**src/rtl/inst_mem_arb_if.sv**
```systemverilog
// -----------------------------------------------------------------------------
// inst_mem_arb_if
// Bundles the three buses around the instruction-RAM arbiter: the core fetch
// port, the program loader port and the single-port RAM macro port.
//
//   master : environment view (fetch stage, loader, RAM macro)
//   slave  : arbiter view
//
// Signals
//   fetch_req / fetch_addr      -> fetch request and byte address
//   fetch_gnt                   <- fetch accepted this cycle
//   fetch_rvalid / fetch_rdata  <- read return, one cycle after the grant
//   load_req / load_addr / load_wdata -> loader write request
//   load_gnt                    <- write accepted this cycle
//   load_done                   -> one-cycle pulse, boot image complete
//   core_hold                   <- core held while booting
//   mem_en / mem_we / mem_addr / mem_wdata <- RAM macro controls
//   mem_rdata                   -> RAM read data, one cycle after the enable
// -----------------------------------------------------------------------------
interface inst_mem_arb_if #(
  parameter int CPU_WIDTH  = 32,
  parameter int ADDR_WIDTH = 10
);
  logic                  fetch_req;
  logic [CPU_WIDTH-1:0]  fetch_addr;
  logic                  fetch_gnt;
  logic                  fetch_rvalid;
  logic [CPU_WIDTH-1:0]  fetch_rdata;

  logic                  load_req;
  logic [CPU_WIDTH-1:0]  load_addr;
  logic [CPU_WIDTH-1:0]  load_wdata;
  logic                  load_gnt;
  logic                  load_done;

  logic                  core_hold;

  logic                  mem_en;
  logic                  mem_we;
  logic [ADDR_WIDTH-1:0] mem_addr;
  logic [CPU_WIDTH-1:0]  mem_wdata;
  logic [CPU_WIDTH-1:0]  mem_rdata;

  modport master (
    output fetch_req, fetch_addr, load_req, load_addr, load_wdata, load_done,
           mem_rdata,
    input  fetch_gnt, fetch_rvalid, fetch_rdata, load_gnt, core_hold,
           mem_en, mem_we, mem_addr, mem_wdata
  );

  modport slave (
    input  fetch_req, fetch_addr, load_req, load_addr, load_wdata, load_done,
           mem_rdata,
    output fetch_gnt, fetch_rvalid, fetch_rdata, load_gnt, core_hold,
           mem_en, mem_we, mem_addr, mem_wdata
  );
endinterface

```
**src/rtl/inst_mem_arb.sv**
```systemverilog
// -----------------------------------------------------------------------------
// inst_mem_arb
// Controller/arbiter for the single-port synchronous instruction RAM.
// Sequences boot (core held, loader owns the RAM) and, once the loader
// signals load_done, arbitrates between core fetches and loader writes.
// Loads win by default; a fetch that has watched STARVE_MAX consecutive
// load grants is forced through.
//
// Ports
//   clk    : clock, rising edge
//   rst_n  : asynchronous active-low reset
//   bus    : inst_mem_arb_if.slave (fetch, load, boot and RAM signals)
// -----------------------------------------------------------------------------
module inst_mem_arb #(
  parameter int CPU_WIDTH  = 32,
  parameter int ADDR_WIDTH = 10,
  parameter int STARVE_MAX = 4
) (
  input  logic               clk,
  input  logic               rst_n,
  inst_mem_arb_if.slave      bus
);

  typedef enum logic {
    ST_BOOT,
    ST_RUN
  } state_e;

  localparam logic [3:0] STARVE_LIM = 4'(STARVE_MAX);

  state_e     state_q, state_d;
  logic [3:0] starve_q, starve_d;
  logic       fetch_rvalid_q;

  logic                  fetch_gnt;
  logic                  load_gnt;
  logic [ADDR_WIDTH-1:0] fetch_word;
  logic [ADDR_WIDTH-1:0] load_word;

  // Only the word-address field of each byte address reaches the RAM; the
  // byte offset and bits above the RAM depth wrap away.
  assign fetch_word = bus.fetch_addr[ADDR_WIDTH+1:2];
  assign load_word  = bus.load_addr[ADDR_WIDTH+1:2];

  logic unused_addr_bits;
  assign unused_addr_bits = ^{bus.fetch_addr[1:0], bus.fetch_addr[CPU_WIDTH-1:ADDR_WIDTH+2],
                              bus.load_addr[1:0],  bus.load_addr[CPU_WIDTH-1:ADDR_WIDTH+2]};

  // ---------------------------------------------------------------------------
  // Next-state, grant and starvation logic
  // ---------------------------------------------------------------------------
  always_comb begin
    // NOTE: every output of this block gets a default first so no path can
    // leave one unassigned and infer a latch.
    state_d   = state_q;
    starve_d  = starve_q;
    fetch_gnt = 1'b0;
    load_gnt  = 1'b0;

    unique case (state_q)
      ST_BOOT: begin
        // Loader owns the RAM; a load requested alongside load_done is
        // still granted in that same cycle.
        load_gnt = bus.load_req;
        starve_d = '0;
        if (bus.load_done) state_d = ST_RUN;
      end

      ST_RUN: begin
        if (bus.fetch_req && (!bus.load_req || starve_q == STARVE_LIM)) begin
          fetch_gnt = 1'b1;
        end else begin
          load_gnt = bus.load_req;
        end

        if (!bus.fetch_req || fetch_gnt) begin
          starve_d = '0;
        end else if (load_gnt && starve_q != STARVE_LIM) begin
          starve_d = starve_q + 4'd1;
        end
      end

      default: state_d = ST_BOOT;
    endcase

    // Grants are combinational, so they must be killed directly while reset
    // is held rather than waiting for a clock edge.
    if (!rst_n) begin
      fetch_gnt = 1'b0;
      load_gnt  = 1'b0;
    end
  end

  // ---------------------------------------------------------------------------
  // State registers
  // ---------------------------------------------------------------------------
  // NOTE: sequential state uses non-blocking assignments so every register
  // samples the pre-edge values regardless of statement order.
  always_ff @(posedge clk or negedge rst_n) begin
    if (!rst_n) begin
      state_q        <= ST_BOOT;
      starve_q       <= '0;
      fetch_rvalid_q <= 1'b0;
    end else begin
      state_q        <= state_d;
      starve_q       <= starve_d;
      fetch_rvalid_q <= fetch_gnt;
    end
  end

  // ---------------------------------------------------------------------------
  // Outputs
  // ---------------------------------------------------------------------------
  assign bus.fetch_gnt    = fetch_gnt;
  assign bus.load_gnt     = load_gnt;
  assign bus.fetch_rvalid = fetch_rvalid_q;
  assign bus.fetch_rdata  = bus.mem_rdata;
  assign bus.core_hold    = (state_q == ST_BOOT);

  assign bus.mem_en    = fetch_gnt | load_gnt;
  assign bus.mem_we    = load_gnt;
  assign bus.mem_wdata = bus.load_wdata;
  assign bus.mem_addr  = fetch_gnt ? fetch_word :
                         load_gnt  ? load_word  : '0;

endmodule
```
**src/flat_wrapper.sv**
```systemverilog
// flat-port wrapper written by rule: the top's interface ports become plain ports
module inst_mem_arb_flat 
#(
  parameter int CPU_WIDTH  = 32,
  parameter int ADDR_WIDTH = 10,
  parameter int STARVE_MAX = 4
)
  (clk, rst_n, bus_fetch_req, bus_fetch_addr, bus_load_req, bus_load_addr, bus_load_wdata, bus_load_done, bus_mem_rdata, bus_fetch_gnt, bus_fetch_rvalid, bus_fetch_rdata, bus_load_gnt, bus_core_hold, bus_mem_en, bus_mem_we, bus_mem_addr, bus_mem_wdata);
  inst_mem_arb_if #(.CPU_WIDTH(CPU_WIDTH), .ADDR_WIDTH(ADDR_WIDTH)) bus_i ();
  input  logic clk;
  input  logic rst_n;
  input wire logic [$bits(bus_i.fetch_req)-1:0] bus_fetch_req;
  input wire logic [$bits(bus_i.fetch_addr)-1:0] bus_fetch_addr;
  input wire logic [$bits(bus_i.load_req)-1:0] bus_load_req;
  input wire logic [$bits(bus_i.load_addr)-1:0] bus_load_addr;
  input wire logic [$bits(bus_i.load_wdata)-1:0] bus_load_wdata;
  input wire logic [$bits(bus_i.load_done)-1:0] bus_load_done;
  input wire logic [$bits(bus_i.mem_rdata)-1:0] bus_mem_rdata;
  output wire logic [$bits(bus_i.fetch_gnt)-1:0] bus_fetch_gnt;
  output wire logic [$bits(bus_i.fetch_rvalid)-1:0] bus_fetch_rvalid;
  output wire logic [$bits(bus_i.fetch_rdata)-1:0] bus_fetch_rdata;
  output wire logic [$bits(bus_i.load_gnt)-1:0] bus_load_gnt;
  output wire logic [$bits(bus_i.core_hold)-1:0] bus_core_hold;
  output wire logic [$bits(bus_i.mem_en)-1:0] bus_mem_en;
  output wire logic [$bits(bus_i.mem_we)-1:0] bus_mem_we;
  output wire logic [$bits(bus_i.mem_addr)-1:0] bus_mem_addr;
  output wire logic [$bits(bus_i.mem_wdata)-1:0] bus_mem_wdata;
  assign bus_i.fetch_req = bus_fetch_req;
  assign bus_i.fetch_addr = bus_fetch_addr;
  assign bus_i.load_req = bus_load_req;
  assign bus_i.load_addr = bus_load_addr;
  assign bus_i.load_wdata = bus_load_wdata;
  assign bus_i.load_done = bus_load_done;
  assign bus_i.mem_rdata = bus_mem_rdata;
  assign bus_fetch_gnt = bus_i.fetch_gnt;
  assign bus_fetch_rvalid = bus_i.fetch_rvalid;
  assign bus_fetch_rdata = bus_i.fetch_rdata;
  assign bus_load_gnt = bus_i.load_gnt;
  assign bus_core_hold = bus_i.core_hold;
  assign bus_mem_en = bus_i.mem_en;
  assign bus_mem_we = bus_i.mem_we;
  assign bus_mem_addr = bus_i.mem_addr;
  assign bus_mem_wdata = bus_i.mem_wdata;
  inst_mem_arb #(.CPU_WIDTH(CPU_WIDTH), .ADDR_WIDTH(ADDR_WIDTH), .STARVE_MAX(STARVE_MAX)) u_core (.clk(clk), .rst_n(rst_n), .bus(bus_i));
endmodule
```
**config.mk**
```make
export PLATFORM = sky130hd
export DESIGN_NAME = inst_mem_arb_flat
export DESIGN_NICKNAME = d
export VERILOG_FILES = /design/src/rtl/inst_mem_arb_if.sv /design/src/rtl/inst_mem_arb.sv /design/src/flat_wrapper.sv
export SDC_FILE = /design/constraint.sdc
export NUM_CORES = 1
export LEC_CHECK = 0
export ABC_AREA = 1
export CAP_MARGIN = 20
export CORE_AREA = 2 2 82 84
export DETAILED_ROUTE_END_ITERATION = 8
export DIE_AREA = 0 0 84 86
export PLACE_DENSITY = 0.77
export SLEW_MARGIN = 20
export SYNTH_ARGS = -nofsm -noshare
export SYNTH_HDL_FRONTEND = slang
export SYNTH_SLANG_ARGS = --single-unit
```
**constraint.sdc**
```tcl
create_clock -name clk -period 3.23 [get_ports clk]
set_clock_uncertainty 0.15 [all_clocks]
set_input_delay 0.646 -clock clk [delete_from_list [all_inputs] [get_ports clk]]
set_output_delay 0.646 -clock clk [all_outputs]
set_load 0.005 [all_outputs]
```
Word-level counts from Yosys, hierarchy flattened --
Index checks and enable logic that the tools add are counted.
Storage, ports and cells: register bits 6, output and inout bits 80, bits of input ports 133
Operators by class: multiplexer cells 15, add/subtract/negate cells 1, bitwise operators 2, reductions and logical operators 6, eq/ne operators 3
Operators with widths (number):
- 10-bit two-way mux | 2
- 1-bit two-way mux | 9
- 4-bit two-way mux | 2
- 4-bit one-hot mux with 2 select lines | 1
- 4-bit by 1-bit adder with 4-bit output, second input constant | 1
- 4-bit by 3-bit equality test with 1-bit output, second input constant | 1
- 4-bit by 3-bit != test with 1-bit output, second input constant | 1
- 3-bit != test, second input constant | 1
- 1-bit logical AND | 2
- 1-bit logical NOT | 2
- 1-bit logical OR | 2
- 1-bit one-hot mux with 2 select lines | 1
- 1-bit inverter | 1
- 1-bit bitwise OR | 1

Depth between registers and ports, before layout --
word-level depth 9, depth in mapped cells 8, gate-level depth less buffers 7

Worst setup path before layout --
Ideal clock, no wire load.
path kind input port to output port, from input bus_fetch_req, to output bus_mem_we, required time 2.434 ns, path buffers 2, setup slack 1.150 ns, arrival time 1.284 ns, stages on the path 5, cells stage by stage nand2_1 inv_2 buf_4 a21oi_1 buf_4
On the way: longest elaborated chain between the ends 5
RTL lines:
- start, declared | RTL line flat_wrapper.sv:12 | input wire logic [$bits(bus_i.fetch_req)-1:0] bus_fetch_req;
- 1-bit logical AND | RTL line inst_mem_arb.sv:70 | if (bus.fetch_req && (!bus.load_req || starve_q == STARVE_LIM)) begin
- 1-bit two-way mux | RTL line inst_mem_arb.sv:70
- 1-bit two-way mux | RTL line inst_mem_arb.sv:60 | unique case (state_q)
- 1-bit one-hot mux with 2 select lines | RTL line inst_mem_arb.sv:60
- 1-bit two-way mux | RTL line inst_mem_arb.sv:88 | if (!rst_n) begin
- end, declared | RTL line flat_wrapper.sv:25 | output wire logic [$bits(bus_i.mem_we)-1:0] bus_mem_we;
Every way passes these cells. The select of a mux whose other input is x is not followed.

Worst setup path in the final report --
from input bus_fetch_req, to output bus_mem_addr[4]
On the way: longest elaborated chain between the ends 7
RTL lines:
- 1-bit logical AND (*) | RTL line inst_mem_arb.sv:70
- 1-bit two-way mux | RTL line inst_mem_arb.sv:70
- 1-bit two-way mux | RTL line inst_mem_arb.sv:60
- 1-bit one-hot mux with 2 select lines | RTL line inst_mem_arb.sv:60
- 1-bit two-way mux | RTL line inst_mem_arb.sv:88
- 10-bit two-way mux | RTL line inst_mem_arb.sv:124 | load_gnt ? load_word : '0;
- 10-bit two-way mux (*) | RTL line inst_mem_arb.sv:123 | assign bus.mem_addr = fetch_gnt ? fetch_word :
- end, declared | RTL line flat_wrapper.sv:26 | output wire logic [$bits(bus_i.mem_addr)-1:0] bus_mem_addr;
Every way passes the cells marked *; elsewhere a longest branch is shown, timed or not. The select of a mux whose other input is x is not followed.

==> metrics.txt <==
Power Internal=0.000209 W; Yosys cell types=20; DRT antenna net count=0; Main synth FF type=dfrtp_1; R2R Path Start=u_core.starve_q[0]$_DFFE_PN0P_; Sum Neg Setup Slack=0 ps; max-cap violation count=0; Pwr Density=around 270 nW/um^2; largest family of logic cells by synthesized area=buffers and inverters; Initial DRC Count=13; largest area contributor in the netlist=buf_4; Layout area overhead=3.94%; Worst setup endpoint=bus_mem_addr[4]; CTS Sinks=6; DR WL/cell=11.4 microns; Min-Delay Path Class=register to register; FF+latch count, synth=6; Switch Pwr=approximately 0.000065 W; peak supply drop=115 uV; reg2reg end=u_core.bus.fetch_rvalid$_DFF_PN0_; CP Buf/Inv Count=4; simple logic cell fraction of the synthesized area=24.1%; asr flop ratio synth=between 90% and 100%; Power, Total=around 0.00027 W; clock network power share=41.2%; floorplan core area=approximately 6300 sq um; crit path max fanout=13; CP startpoint=bus_fetch_req; hold_buf cts=0; RSZ-0062 raised after global routing=no; synthesized cell area=985 sq um; Tightest Pin Transition=around 280 ps; Top Ports=approximately 210; Synth Area in Adders=around 2.5%; Finished Core Util=between 15 and 20%; H-tree Lvls=1; TritonCTS clock tree=built; CP Launch Type=primary input; Num CTS Buffers=3; outcome=complete, no violations; fmax=roughly 330 MHz; R2R Setup Slk=between 1500 and 2000 ps; maximum clock path buffer count=2; relative slew slack=between 80 and 90%; Crit path depth=7; WP data arrival=between 2000 and 2500 ps; worst skew pair latency=between 200 and 250 ps; Initial Util=roughly 16%; crit path cell chain=clkdlybuf4s50_1 -> nand2_1 -> inv_2 -> buf_4 -> nand4_1 -> nand2_1 -> clkdlybuf4s50_1; initial antenna violation count=0; CP max-delay cell=clkdlybuf4s50_1; port bufs=40; Syn Area/Cell=7.40 sq um; GRT Overall Usage=under 10%; Via density=approximately 3.7; xor/xnor share of the synthesized area=less than 1%; HPWL after DPL=1770 microns; chip width=around 84 microns; sequential share of the synthesized area=15.2%; Site Rows=29; cell family with most CP delay=buffers and inverters; grt ovf=0; # setup viols final=0; wirelength, routed=about 2100 microns; RePlAce Congestion=around 0.66; Seq pwr share=about 29%; Resize count post-CTS=0; first-pass GRT wire length=~3400 microns; vias in the first global route=700; Pleak=roughly 0.42 nW; compound-cell area share of the yosys netlist=under 10%; drc violations=0; postcts setup bufs=0; YS warnings=0; nets=247; multiplexer share of the synthesized area=0%; r2r worst-path depth=6; DR pass1 iterations=2; Final period util=93.8%; number of synthesized flops with an enable pin=0; Setup CP Type=primary input to primary output; Cells after Synth=133; max incr delay on CP=about 500 ps; CTS clk-pin slew, worst paths=roughly 40 ps; Synth top area share=about 50%; root buffer cell=clkbuf_8; Die Area=7220 sq um; largest net degree at the start of global routing=16; dominant cells by area after synthesis=buf_4 50%, dfrtp_1 15%, nand4_1 6.4%; die extent in y=roughly 86 microns; Req. time, crit path=2430 ps; ant diodes=0; synth cell count leaders=66 x buf_4, 14 x nand2_1, 12 x nand3_1; CP endpoint kind=primary output; syn nets=roughly 270; Switching Share=a little under a quarter; Final Hold Vio Count=0; layout cells sized above 1=about a tenth; most frequent cell after synthesis=buf_4; Slew Limit Fails=0; via count=700; Comb power frac=between 30% and 40%; minimum clock period=~3000 ps
-- worst min-delay path by stage --
| stage | startpoint | endpoint | cells after the start |
|---|---|---|---|
| finish | u_core.state_q$_DFF_PN0_ | u_core.state_q$_DFF_PN0_ | 1 |
| global route | u_core.state_q$_DFF_PN0_ | u_core.state_q$_DFF_PN0_ | 1 |
| CTS | u_core.state_q$_DFF_PN0_ | u_core.state_q$_DFF_PN0_ | 1 |
| detailed placement | u_core.state_q$_DFF_PN0_ | u_core.state_q$_DFF_PN0_ | 1 |
| global placement | u_core.state_q$_DFF_PN0_ | u_core.state_q$_DFF_PN0_ | 1 |
| floorplan | rst_n | u_core.bus.fetch_rvalid$_DFF_PN0_ | 0 |
-- per-layer routing --
metal  global-route usage [%]  share of wire, %
met4                     8.06                11
met3                     2.79                16
met2                     8.36                43
met1                     5.52                31
met5                        0                 0
-- flip-flops by register name, summed over array words and instances (netlist names) --
signal and cells:
u_core.bus.fetch_rvalid 1, u_core.starve_q 4, u_core.state_q 1
-- cell usage in the layout, fill, tap and decap left out, drive strengths merged --
cell type | netlist | routed
a21oi | 1 | 1
clkbuf | 1 | 3
or2 | 1 | 1
inv | 6 | 6
ha | 2 | 2
nor3 | 1 | 1
nand3 | 13 | 13
clkdlybuf4s50 | 0 | 40
nor2 | 3 | 3
nor3b | 1 | 1
xor2 | 1 | 1
nand4 | 10 | 10
nand2 | 16 | 16
clkinv | 1 | 1
dfrtp | 6 | 6
buf | 68 | 3
o21ai | 2 | 2
-- area by class of cell --
type | count | area, sq um
fillers | 724 | 5250
repair buffers | 43 | 423
multi-input cells | 51 | 287
flip-flops and latches | 6 | 150
well taps | 77 | 96.3
clock buffers | 3 | 41.3
inverters | 7 | 26.3
-- cells by family after synthesis --
group                      Yosys count
DFF                                  6
adders and majority gates            2
buffers and inverters               76
xor gates and xnor gates             1
AOI/OAI and AO/OA                    3
and+or+nand+nor                     45
-- power by group through the flow --
stage / registers [W] / logic (W) / clock network [W]
2_1_floorplan: 0.0000793 / 0.0000930 / 0
3_3_place_gp: 0.0000793 / 0.0000834 / 0
3_5_place_dp: 0.0000795 / 0.0000844 / 0
4_1_cts: 0.0000786 / 0.0000846 / 0.000117
5_1_grt: 0.0000788 / 0.0000912 / 0.000123
6_report: 0.0000786 / 0.0000826 / 0.000113
-- stage by stage --
| step | setup slack (ps) | std cells | hold slack [ps] | area (sq um) |
|---|---|---|---|---|
| floorplan | 1150 | 133 | 200 | 985 |
| global placement | 164 | 184 | 332 | 982 |
| detailed placement | 153 | 184 | 346 | 982 |
| CTS | 145 | 187 | 355 | 1020 |
| global route | 37.8 | 187 | 376 | 1020 |
| finish | 201 | 187 | 346 | 1020 |
(Power assumes the default switching activity.)
